`config.mk`:
```
export PLATFORM = sky130hd
export DESIGN_NAME = gcd_stein
export DESIGN_NICKNAME = d
export VERILOG_FILES = /design/src/rtl/gcd_pkg.sv /design/src/rtl/gcd_stein_ctrl.sv /design/src/rtl/gcd_stein.sv
export SDC_FILE = /design/constraint.sdc
export NUM_CORES = 1
export LEC_CHECK = 0
export ABC_AREA = 0
export CORE_ASPECT_RATIO = 1.75
export CORE_MARGIN = 10
export CORE_UTILIZATION = 45
export DETAILED_ROUTE_END_ITERATION = 8
export PLACE_DENSITY = 0.68
export REMOVE_ABC_BUFFERS = 1
export SLEW_MARGIN = 25
export SYNTH_ARGS = -nofsm -noshare
export SYNTH_HDL_FRONTEND = slang
export SYNTH_HIERARCHICAL = 1
export SYNTH_SLANG_ARGS = --single-unit
```
`constraint.sdc`:
```
create_clock -name clk -period 3.95 [get_ports clk]
set_input_delay 0.9875 -clock clk [delete_from_list [all_inputs] [get_ports clk]]
set_output_delay 0.9875 -clock clk [all_outputs]
set_load 0.01 [all_outputs]
```
`src/rtl/gcd_pkg.sv`:
```
// Shared types and width helpers for the binary (Stein) GCD engine.
package gcd_pkg;

  localparam int GCD_WIDTH = 16;

  typedef enum logic [1:0] {
    IDLE,
    REDUCE,
    DONE
  } state_e;

  // One datapath operation per cycle, chosen by the controller.
  typedef enum logic [3:0] {
    DP_HOLD,
    DP_LOAD,
    DP_LOAD_ZERO,
    DP_HALVE_BOTH,
    DP_HALVE_A,
    DP_HALVE_B,
    DP_SUB_A,
    DP_SUB_B,
    DP_FINISH
  } dp_op_e;

  function automatic int gcd_k_width(input int width);
    return $clog2(width + 1);
  endfunction

  function automatic int gcd_iter_width(input int width);
    return $clog2(2 * width + 2);
  endfunction

endpackage

```
`src/rtl/gcd_stein_ctrl.sv`:
```
// FSM and handshake control for gcd_stein; turns datapath status bits into one op per cycle.
module gcd_stein_ctrl
  import gcd_pkg::*;
(
  input  logic   clk,
  input  logic   rst,
  input  logic   in_valid_i,
  input  logic   out_ready_i,
  input  logic   zero_in_i,
  input  logic   a_even_i,
  input  logic   b_even_i,
  input  logic   a_eq_b_i,
  input  logic   a_gt_b_i,
  output logic   in_ready_o,
  output logic   out_valid_o,
  output dp_op_e dp_op_o
);

  state_e state_q;
  state_e state_d;

  always_ff @(posedge clk) begin
    if (rst) begin
      state_q <= IDLE;
    end else begin
      state_q <= state_d;
    end
  end

  always_comb begin
    state_d = state_q;
    dp_op_o = DP_HOLD;
    case (state_q)
      IDLE: begin
        if (in_valid_i) begin
          if (zero_in_i) begin
            dp_op_o = DP_LOAD_ZERO;
            state_d = DONE;
          end else begin
            dp_op_o = DP_LOAD;
            state_d = REDUCE;
          end
        end
      end
      REDUCE: begin
        // Priority order matters: common factors of two are stripped before any subtract.
        if (a_even_i && b_even_i) begin
          dp_op_o = DP_HALVE_BOTH;
        end else if (a_even_i) begin
          dp_op_o = DP_HALVE_A;
        end else if (b_even_i) begin
          dp_op_o = DP_HALVE_B;
        end else if (a_eq_b_i) begin
          dp_op_o = DP_FINISH;
          state_d = DONE;
        end else if (a_gt_b_i) begin
          dp_op_o = DP_SUB_A;
        end else begin
          dp_op_o = DP_SUB_B;
        end
      end
      DONE: begin
        if (out_ready_i) begin
          state_d = IDLE;
        end
      end
      default: state_d = IDLE;
    endcase
  end

  assign in_ready_o  = (state_q == IDLE) && !rst;
  assign out_valid_o = (state_q == DONE);

endmodule

```
`src/rtl/gcd_stein.sv`:
```
// Handshaked binary GCD engine: a/b/k/result datapath around gcd_stein_ctrl.
// Optional iteration counter port out_iter is enabled by defining GCD_ITER_CNT_EN.
module gcd_stein
  import gcd_pkg::*;
#(
  parameter int WIDTH = GCD_WIDTH
) (
  input  logic             clk,
  input  logic             rst,
  input  logic             in_valid,
  output logic             in_ready,
  input  logic [WIDTH-1:0] in_a,
  input  logic [WIDTH-1:0] in_b,
  output logic             out_valid,
  input  logic             out_ready,
  output logic [WIDTH-1:0] out_gcd
`ifdef GCD_ITER_CNT_EN
  ,
  output logic [gcd_iter_width(WIDTH)-1:0] out_iter
`endif
);

  localparam int KW = gcd_k_width(WIDTH);

  logic [WIDTH-1:0] a_q, a_d;
  logic [WIDTH-1:0] b_q, b_d;
  logic [KW-1:0]    k_q, k_d;
  logic [WIDTH-1:0] result_q, result_d;
  dp_op_e           dp_op;

  gcd_stein_ctrl u_ctrl (
    .clk         (clk),
    .rst         (rst),
    .in_valid_i  (in_valid),
    .out_ready_i (out_ready),
    .zero_in_i   ((in_a == '0) || (in_b == '0)),
    .a_even_i    (!a_q[0]),
    .b_even_i    (!b_q[0]),
    .a_eq_b_i    (a_q == b_q),
    .a_gt_b_i    (a_q > b_q),
    .in_ready_o  (in_ready),
    .out_valid_o (out_valid),
    .dp_op_o     (dp_op)
  );

  always_comb begin
    a_d      = a_q;
    b_d      = b_q;
    k_d      = k_q;
    result_d = result_q;
    case (dp_op)
      DP_LOAD: begin
        a_d = in_a;
        b_d = in_b;
        k_d = '0;
      end
      DP_LOAD_ZERO: begin
        a_d      = in_a;
        b_d      = in_b;
        k_d      = '0;
        result_d = in_a | in_b;
      end
      DP_HALVE_BOTH: begin
        a_d = a_q >> 1;
        b_d = b_q >> 1;
        k_d = k_q + KW'(1);
      end
      DP_HALVE_A: a_d = a_q >> 1;
      DP_HALVE_B: b_d = b_q >> 1;
      // Both operands are odd here, so the difference is even and the shift is exact.
      DP_SUB_A:   a_d = (a_q - b_q) >> 1;
      DP_SUB_B:   b_d = (b_q - a_q) >> 1;
      DP_FINISH:  result_d = a_q << k_q;
      default: ;
    endcase
  end

  always_ff @(posedge clk) begin
    if (rst) begin
      a_q      <= '0;
      b_q      <= '0;
      k_q      <= '0;
      result_q <= '0;
    end else begin
      a_q      <= a_d;
      b_q      <= b_d;
      k_q      <= k_d;
      result_q <= result_d;
    end
  end

  assign out_gcd = result_q;

`ifdef GCD_ITER_CNT_EN
  logic [gcd_iter_width(WIDTH)-1:0] iter_q, iter_d;

  always_comb begin
    iter_d = iter_q;
    case (dp_op)
      DP_LOAD, DP_LOAD_ZERO: iter_d = '0;
      DP_HOLD:               iter_d = iter_q;
      default:               iter_d = iter_q + 1'b1;
    endcase
  end

  always_ff @(posedge clk) begin
    if (rst) begin
      iter_q <= '0;
    end else begin
      iter_q <= iter_d;
    end
  end

  assign out_iter = iter_q;
`endif

endmodule

```
==> flow_summary_export.csv, run 1 <==
group,metric,value,unit
synth,syn-cell-area,0.005117,mm²
cts,cts_sinks,55,
sta,fin_crit,3.896,ns
run_status,status,"finished clean",
layout,layout_commonest_cell,"buf_4",
cts,path_clk_slew,0.08,ns
cts,cts_buffers,5,
layout,fin_cells,1008,
detailed_routing,wl_met3,1.012,mm
worst_setup_path,critPathBufInv,5,
detailed_routing,firstDrtPassIters,6,
worst_setup_path,cpPeakStageDelay,0.35,ns
placement,dp_cells,992,
detailed_routing,wl_per_cell,22.09,µm
floorplan,initial_core_util,0.4609,
worst_setup_path,crit_cells,21,
layout,fin_nets,945,
floorplan,die_y,161.1,µm
pwr,total_power,3296,µW
layout,area_growth,40.78,%
sta,fin_tns_setup,0,ns
worst_setup_path,start_kind,"flop",
worst_setup_path,crit_family,"compound AO/OA/AOI/OAI gates",
sta,fmax,256.6,MHz
sta,hold_slack,0.5061,ns
synth,ys.warnings.count,6,
worst_setup_path,worst_path_max_delay_cell,"fa_2",
synth,synth-main-ff-cell,"dfxtp_1",
floorplan,rows,51,
detailed_routing,dr.max_layer_used,"met4",
worst_setup_path,crit_arrival,4.13,ns
sta,skew,0.006545,ns
cts,hold_buffers,0,
pwr,p_leak,0.002982,µW
pwr,peakVddDrop,320.4,µV
worst_setup_path,crit_top_cell,"o21ai_1",
layout,diodes,0,
detailed_routing,drc,0,
floorplan,coreArea,0.01110,mm²
global_route,first_global_vias,6221,
synth,yosysTopAreaCellShare,0.2152,
worst_setup_path,reg2reg_to,"a_q[12]",
worst_setup_path,end_kind,"flop",
synth,async_flop_share,0,
layout,drive_above_1_share,0.2489,
worst_setup_path,crit_path_cell_trace,"inv_2 > ha_4 > inv_2 > fa_2 > a21o_1 > and4_4 > o311ai_4 > buf_6 > o21ai_4 > a221oi_2 > nor2_1 > nor3_1 > o21ai_1 > a21oi_2 > buf_4 > nor3_2 > a211oi_2 > buf_6 > o21ai_1 > a221o_1 > o21ai_1",
cts,cts.path.max_buffers,2,
worst_setup_path,critPathKind,"reg -> reg",
worst_setup_path,rr_startpoint,"a_q[0]",
sta,worst_pin_slew,0.9551,ns
worst_setup_path,cp_max_fo,5,
detailed_routing,wl_met2,11.53,mm
worst_setup_path,reg2reg_depth,21,
sta,finalSetupViolCount,0,
global_route,grtUsageTotal,0.2643,
placement,port_buffers,53,
detailed_routing,drt-total-wl,22.27,mm
sta,relSlewSlack,0.3624,
detailed_routing,antenna_left,0,
detailed_routing,wl_met1,8.167,mm
hold_path,min_path_type,"reg -> reg",
layout,final_cell_mix,"141 x buf_4, 93 x o21ai_0, 64 x nand2_1, 52 x dfxtp_1, 52 x clkdlybuf4s50_1",
pwr,powerDensity,457.5,mW/mm²
sta,drv_slew,0,
cts,h-tree-depth,2,
detailed_routing,vias,6205,
synth,yosysSeqAreaShare,0.2152,
placement,gp_congestion,1.003,
synth,yosys.area.top_type,"dfxtp_1",
synth,synth-seq-cells,55,
cts,clk_latency,0.31,ns
worst_setup_path,critPathRequiredTime,4.18,ns
sta,period_share,0.9864,
synth,synth_cells,708,
floorplan,dieArea,0.01621,mm²
global_route,grt_max_degree,27,
synth,yosys.cell_types.count,66,
global_route,overflow,0,
global_route,grt_pass1_wl,33.99,mm
sta,hold_viol,0,
global_route,antenna_found_initial,0,
detailed_routing,drt_iter0_drc,401,
floorplan,die_w,100.6,µm
detailed_routing,vias_per_cell,6.156,
synth,avgSynthCellArea,7.228,µm²
synth,yosys-top-cells-area,"dfxtp_1 22%, o21ai_0 11%, ha_1 7.8%",
cts,cts_tree,"yes",
worst_setup_path,cp-endpoint,"a_q[12]",
placement,dp_hpwl,18.14,mm
synth,synth-edff-count,0,
job,drv_cap,0,
worst_setup_path,startpoint,"a_q[0]",
cts,root_buffer,"clkbuf_16",
floorplan,io_pins,54,
sta,rsz0062_at_grt,"true",
worst_setup_path,reg2reg_slack,0.05,ns
[stage by stage]
| stage | instance area [µm²] | utilization | setup WS, ns |
|---|---|---|---|
| floorplan | 4918 | - | -1.222 |
| global route | 7204 | 0.6489 | -0.1299 |
| CTS | 6924 | 0.6236 | 0.004820 |
| finish | 7204 | 0.6489 | 0.05357 |
| global placement | 6758 | 0.6086 | -0.2979 |
| detailed placement | 6758 | 0.6086 | -0.2978 |
[final cells by class]
cell class | instances | area [µm²]
clock buffers | 6 | 128.9
inverters | 42 | 157.7
fillers | 1016 | 3899
well taps | 132 | 165.2
clock inverters | 2 | 12.51
repair buffers | 207 | 1768
flip-flops and latches | 55 | 1105
multi-input cells | 564 | 3867
[cells by family after synthesis]
family	Yosys count	synth area share
multiplexers	27	0.06308
AO/OA/AOI/OAI	279	0.3335
flip-flops	55	0.2152
adder cells (fa/ha/maj)	35	0.08802
buffers and inverters	89	0.06968
AND/OR/NAND/NOR	198	0.1878
XOR/XNOR	25	0.04279
[registers in the layout, indices dropped and copies added, names as in the netlist]
name,flops
u_ctrl/state_q,2
b_q,16
out_gcd,16
k_q,5
a_q,16
[per-layer routing]
metal  vias up  global-route usage
met5         -                   0
met4         0              0.1871
met3        92             0.02435
met2       283              0.4659
met1      2898              0.2818
li1       2932                   -
[where the power goes]
group | total (µW) | switching [µW] | internal, µW | leakage, µW
combinational | 2120 | 1180 | 933 | 0.00246
clock | 466 | 230 | 236 | 0.0000669
sequential | 712 | 76.3 | 636 | 0.000455
[worst min path at each step]
stage	start	end	slack, ns	cells after the start
after detailed placement	out_gcd[11]	out_gcd[11]	0.49	1
after CTS	out_gcd[11]	out_gcd[11]	0.51	1
final	out_gcd[11]	out_gcd[11]	0.51	1
after global routing	out_gcd[9]	out_gcd[9]	0.54	2
after floorplan	u_ctrl/state_q[1]	u_ctrl/state_q[0]	0.48	1
after global placement	out_gcd[3]	out_gcd[3]	0.48	2
[cell usage after synthesis, types with 4 or more instances]
master	number
mux2i_1	21
o221ai_1	7
and3_1	5
nor2_1	52
nor4_1	14
a21oi_1	54
dfxtp_1	55
nand3_1	7
o22ai_1	16
xor2_1	19
nand2_1	67
buf_2	11
or3_1	4
ha_1	32
nand4_1	8
nor3_1	10
o21ai_0	111
nor2b_1	7
xnor2_1	6
a311oi_1	4
a21o_1	13
mux4_2	4
nand2b_1	8
clkbuf_1	32
inv_1	39
a31oi_1	19
a211oi_1	5
a221oi_1	13
o21a_1	9
[what timing repair did]
action	CTS	global route
pin swaps	4	20
resized for setup	5	69
gates cloned	0	1
setup endpoints to repair	40	50
setup buffers	1	7
Note: power is estimated with default switching activity, not from simulation.
==> inputs of run 2 (changes only) <==
--- a/config.mk
+++ b/config.mk
@@ -9,6 +9,7 @@
 export CORE_ASPECT_RATIO = 1.75
 export CORE_MARGIN = 10
 export CORE_UTILIZATION = 45
+export CTS_BUF_LIST = sky130_fd_sc_hd__clkbuf_4
 export DETAILED_ROUTE_END_ITERATION = 8
 export PLACE_DENSITY = 0.68
 export REMOVE_ABC_BUFFERS = 1
==> run 2 against run 1 <==
Clock power is 38% lower. Critical path depth is 2 lower. Wire length is 0.12% lower. Sequential power barely moved. Fmax up 0.80%. Largest cell class unchanged. Via count is essentially flat. Setup slack improved by 0.031 ns. Combinational power is essentially flat. Flip-flop and latch count unchanged. Highest routed layer unchanged.
==> flow_summary_export.csv, run 2 (synthesized netlist as in run 1, its figures left out) <==
group,metric,value,unit
run_status,status,"finished clean",
worst_setup_path,critPathRequiredTime,4.25,ns
detailed_routing,wl_per_cell,22.02,µm
sta,worst_pin_slew,0.9632,ns
job,drv_cap,0,
cts,cts_buffers,5,
sta,period_share,0.9786,
global_route,grt_max_degree,27,
detailed_routing,drt_iter0_drc,493,
layout,drive_above_1_share,0.2406,
detailed_routing,firstDrtPassIters,4,
worst_setup_path,critPathKind,"reg -> reg",
placement,port_buffers,53,
layout,fin_nets,946,
layout,final_cell_mix,"142 x buf_4, 97 x o21ai_0, 64 x nand2_1, 53 x clkdlybuf4s50_1, 52 x dfxtp_1",
detailed_routing,wl_met3,1.241,mm
detailed_routing,drc,0,
worst_setup_path,start_kind,"flop",
pwr,p_leak,0.002926,µW
cts,cts_tree,"yes",
placement,gp_congestion,1.003,
worst_setup_path,end_kind,"flop",
global_route,overflow,0,
detailed_routing,vias_per_cell,6.150,
cts,root_buffer,"clkbuf_4",
worst_setup_path,crit_arrival,4.17,ns
cts,h-tree-depth,2,
detailed_routing,wl_met1,8.062,mm
sta,hold_slack,0.5279,ns
cts,cts_sinks,55,
detailed_routing,vias,6211,
placement,dp_cells,992,
global_route,grt_pass1_wl,34.18,mm
floorplan,die_w,100.6,µm
cts,clk_latency,0.43,ns
layout,fin_cells,1010,
global_route,grtUsageTotal,0.2668,
floorplan,coreArea,0.01110,mm²
sta,fmax,258.7,MHz
sta,skew,0.02764,ns
global_route,antenna_found_initial,1,
pwr,peakVddDrop,341.4,µV
floorplan,rows,51,
floorplan,io_pins,54,
layout,area_growth,37.97,%
detailed_routing,wl_met2,11.48,mm
cts,path_clk_slew,0.19,ns
placement,dp_hpwl,18.14,mm
layout,layout_commonest_cell,"buf_4",
detailed_routing,dr.max_layer_used,"met4",
floorplan,die_y,161.1,µm
hold_path,min_path_type,"reg -> reg",
sta,relSlewSlack,0.3570,
pwr,powerDensity,438.6,mW/mm²
detailed_routing,antenna_left,0,
floorplan,initial_core_util,0.4609,
sta,rsz0062_at_grt,"true",
sta,hold_viol,0,
cts,cts.path.max_buffers,2,
global_route,first_global_vias,6189,
sta,drv_slew,0,
sta,fin_crit,3.865,ns
cts,hold_buffers,0,
sta,finalSetupViolCount,0,
worst_setup_path,cp_max_fo,5,
worst_setup_path,reg2reg_slack,0.08,ns
floorplan,dieArea,0.01621,mm²
detailed_routing,drt-total-wl,22.25,mm
layout,nFillCells,1041,
[run 2: what timing repair did]
action                                  4_1_cts  5_1_grt
pin swaps                                     6       21
endpoints found under the hold margin         0        0
setup buffers                                 2        7
resized for setup                             9       47
endpoints found under the setup margin       40       46
[run 2: where the power goes]
| group | leakage (µW) | switching, µW | internal (µW) |
|---|---|---|---|
| clock | 0.0000317 | 212 | 75.8 |
| combinational | 0.00244 | 1170 | 928 |
| sequential | 0.000455 | 75.5 | 636 |
| total | 0.00293 | 1460 | 1640 |
[run 2: worst paths after layout]
kind,end,cells after the start,startpoint
setup / recovery,b_q[15],19,a_q[0]
hold / removal,out_gcd[11],1,out_gcd[11]
setup reg to reg,b_q[15],19,a_q[0]
hold reg to reg,out_gcd[11],1,out_gcd[11]
[run 2: critical path, stage by stage, from the launching register on]
cell and delay [ns]:
dfxtp_2 0.36, inv_2 0.06, ha_4 0.13, inv_2 0.04, fa_2 0.35, a21o_1 0.20
and4_4 0.16, o311ai_4 0.27, buf_6 0.15, o21ai_4 0.05, a221oi_2 0.31, nor2_1 0.08
nor3_1 0.14, o21ai_1 0.10, a21oi_2 0.26, buf_4 0.19, xor2_1 0.26, nand2_2 0.20
mux2i_1 0.16, nor4_1 0.26
[run 2: layer usage]
metal	vias to the layer above	GRT usage
li1	2929	-
met1	2918	0.2846
met2	282	0.4758
met3	82	0.03033
met4	0	0.1677
met5	-	0
[run 2: final cells by class]
cell class | instances | area, µm² | share of cell area
multi-input combinational | 564 | 3800 | 0.5382
timing repair buffer | 208 | 1773 | 0.2511
sequential | 55 | 1105 | 0.1565
tap | 132 | 165.2 | 0.02339
inverter | 42 | 157.7 | 0.02233
clock buffer | 6 | 45.04 | 0.006380
clock inverter | 2 | 12.51 | 0.001772
antenna | 1 | 2.502 | 0.0003544
[run 2: through the flow]
step	total power [µW]	area, µm²	worst slack (ns)	TNS (ns)	util
final	3096	7061	0.08462	0	0.6359
after global routing	3308	7061	-0.1443	-2.174	0.6359
after CTS	2951	6854	0.02426	0	0.6173
after detailed placement	2654	6758	-0.2978	-6.637	0.6086
after global placement	2631	6758	-0.2979	-5.484	0.6086
after floorplan	1821	4918	-1.222	-38.94	-
==> inputs of run 3 (changes only) <==
--- a/config.mk
+++ b/config.mk
@@ -8,10 +8,9 @@
 export ABC_AREA = 0
 export CORE_ASPECT_RATIO = 1.75
 export CORE_MARGIN = 10
-export CORE_UTILIZATION = 45
+export CORE_UTILIZATION = 30
 export CTS_BUF_LIST = sky130_fd_sc_hd__clkbuf_4
 export DETAILED_ROUTE_END_ITERATION = 8
-export PLACE_DENSITY = 0.68
 export REMOVE_ABC_BUFFERS = 1
 export SLEW_MARGIN = 25
 export SYNTH_ARGS = -nofsm -noshare
==> run 3 against run 2 <==
The run now ends with negative setup slack left. Count of clock-buffer cells in the layout fell by 1. First-iteration DRC count rose by 11%. Flip-flop and latch count did not move. Register-to-register slack got worse by 0.11 ns. Utilization fell by 20 points. Die area rose by 41%. Via count rose by 0.50%. Wire length rose by 2.5%. Non-clock buffer count fell by 6. Cell count rose by 8.7%. Largest cell class unchanged.
==> flow_summary_export.csv, run 3 (synthesized netlist as in run 1, its figures left out) <==
group,metric,value,unit
layout,final_cell_mix,"129 x buf_4, 89 x o21ai_0, 57 x nand2_1, 53 x clkdlybuf4s50_1, 50 x dfxtp_1",
global_route,grt_max_degree,27,
placement,port_buffers,53,
worst_setup_path,start_kind,"input port",
pwr,peakVddDrop,227.3,µV
cts,path_clk_slew,0.18,ns
layout,final_area,0.007422,mm²
sta,relSlewSlack,0.4520,
detailed_routing,wl_per_cell,20.76,µm
cts,h-tree-depth,2,
cts,cts_buffers,5,
floorplan,dieArea,0.02289,mm²
sta,worst_pin_slew,0.8209,ns
floorplan,die_w,118.7,µm
floorplan,io_pins,54,
worst_setup_path,cp_max_fo,7,
global_route,overflow,0,
detailed_routing,vias,6242,
pwr,powerDensity,435.9,mW/mm²
floorplan,die_y,192.8,µm
worst_setup_path,critPathKind,"in -> reg",
detailed_routing,wl_met1,7.668,mm
cts,cts_sinks,55,
worst_setup_path,end_kind,"flop",
sta,drv_slew,0,
detailed_routing,wl_met3,997,µm
detailed_routing,wl_met2,12.26,mm
detailed_routing,dr.max_layer_used,"met4",
layout,layout_commonest_cell,"buf_4",
global_route,first_global_vias,6071,
placement,dp_hpwl,18.43,mm
hold_path,min_path_type,"reg -> reg",
sta,setup_ws,-0.04833,ns
detailed_routing,vias_per_cell,5.685,
layout,drive_above_1_share,0.2816,
sta,period_share,1.012,
detailed_routing,firstDrtPassIters,6,
detailed_routing,drc,0,
cts,root_buffer,"clkbuf_4",
layout,area_growth,45.04,%
placement,dpl_cell_area,0.006854,mm²
run_status,status,"finished, violations left",
sta,skew,0.02036,ns
cts,cts_tree,"yes",
global_route,antenna_found_initial,1,
worst_setup_path,crit_arrival,4.38,ns
sta,rsz0062_at_grt,"true",
cts,hold_buffers,0,
run_status,violations,"negative setup slack",
floorplan,rows,63,
sta,hold_slack,0.5194,ns
placement,gp_congestion,0.9995,
pwr,p_leak,0.002972,µW
sta,fmax,250.1,MHz
cts,clk_latency,0.45,ns
sta,fin_crit,3.998,ns
floorplan,coreArea,0.01687,mm²
detailed_routing,drt-total-wl,22.79,mm
global_route,grtUsageTotal,0.1895,
detailed_routing,antenna_left,0,
sta,hold_viol,0,
detailed_routing,drt_iter0_drc,549,
global_route,grt_pass1_wl,33.86,mm
floorplan,initial_core_util,0.3034,
job,drv_cap,0,
sta,finalSetupViolCount,5,
layout,fin_nets,940,
worst_setup_path,critPathRequiredTime,4.33,ns
cts,cts.path.max_buffers,2,
==> run 3: cell count changes in the layout (fill, tap and decap cells not counted), moves of 3 or more <==
cell and delta:
a21oi_1 -4, a21oi_2 +4, a221oi_1 -4, a221oi_2 +4
buf_12 +4, buf_4 -13, nand2_1 -7, nand2_2 +6
o21ai_0 -8, o21ai_1 -3, o21ai_2 +11
==> run 3: metrics by stage <==
stage	power, µW	worst slack [ns]	std cells	utilization	TNS [ns]
after floorplan	1821	-1.222	661	-	-38.94
after global placement	2654	-0.5375	1079	0.4063	-19.81
after detailed placement	2660	-0.5453	1079	0.4063	-19.36
after CTS	3031	0.008745	1089	0.4144	0
after global routing	3424	-0.1412	1098	0.4400	-2.694
final	3236	-0.04833	1098	0.4400	-0.1143
==> run 3: metal layers <==
layer	vias to the layer above	global-route usage
met1	2933	0.1808
met3	109	0.01523
met2	280	0.3694
met5	-	0
met4	0	0.1392
li1	2920	-
==> run 3: final timing paths <==
path | depth (start not counted) | end | slack, ns | start
max | 13 | out_gcd[2] | -0.05 | in_b[11]
min | 1 | out_gcd[11] | 0.52 | out_gcd[11]
max reg2reg | 16 | out_gcd[2] | -0.03 | a_q[3]
min reg2reg | 1 | out_gcd[11] | 0.52 | out_gcd[11]
==> run 3: area by class of cell <==
type / instances / area, µm²
clock inverters: 2 / 37.54
clock buffers: 5 / 37.54
diodes: 1 / 2.502
inverters: 42 / 157.7
well taps: 227 / 284.0
multi-input cells: 564 / 3989
fillers: 1727 / 9447
flip-flops and latches: 55 / 1107
repair buffers: 202 / 1807
==> run 3: report_power, final <==
| part | switching (µW) | total (µW) | internal, µW | leakage [µW] |
|---|---|---|---|---|
| logic | 1210 | 2170 | 962 | 0.00248 |
| registers | 76.1 | 713 | 637 | 0.000455 |
| clock network | 223 | 353 | 130 | 0.0000373 |
| total | 1510 | 3240 | 1730 | 0.00297 |
==> run 3: critical path, stage by stage <==
cell and delay [ns]:
clkdlybuf4s50_1 0.59, nor4_4 0.42, nand4_1 0.16, nand2_1 0.21, or3b_1 0.21, a21oi_2 0.11, buf_4 0.17, or4b_4 0.55
buf_6 0.14, nor3_4 0.39, buf_6 0.22, a31oi_4 0.09, a21oi_2 0.13
==> run 3: what timing repair did <==
item / CTS / global route
gates resized for setup: 13 / 99
setup endpoints to repair: 44 / 47
pin swaps: 3 / 36
gates cloned: 0 / 2
setup buffers: 3 / 8
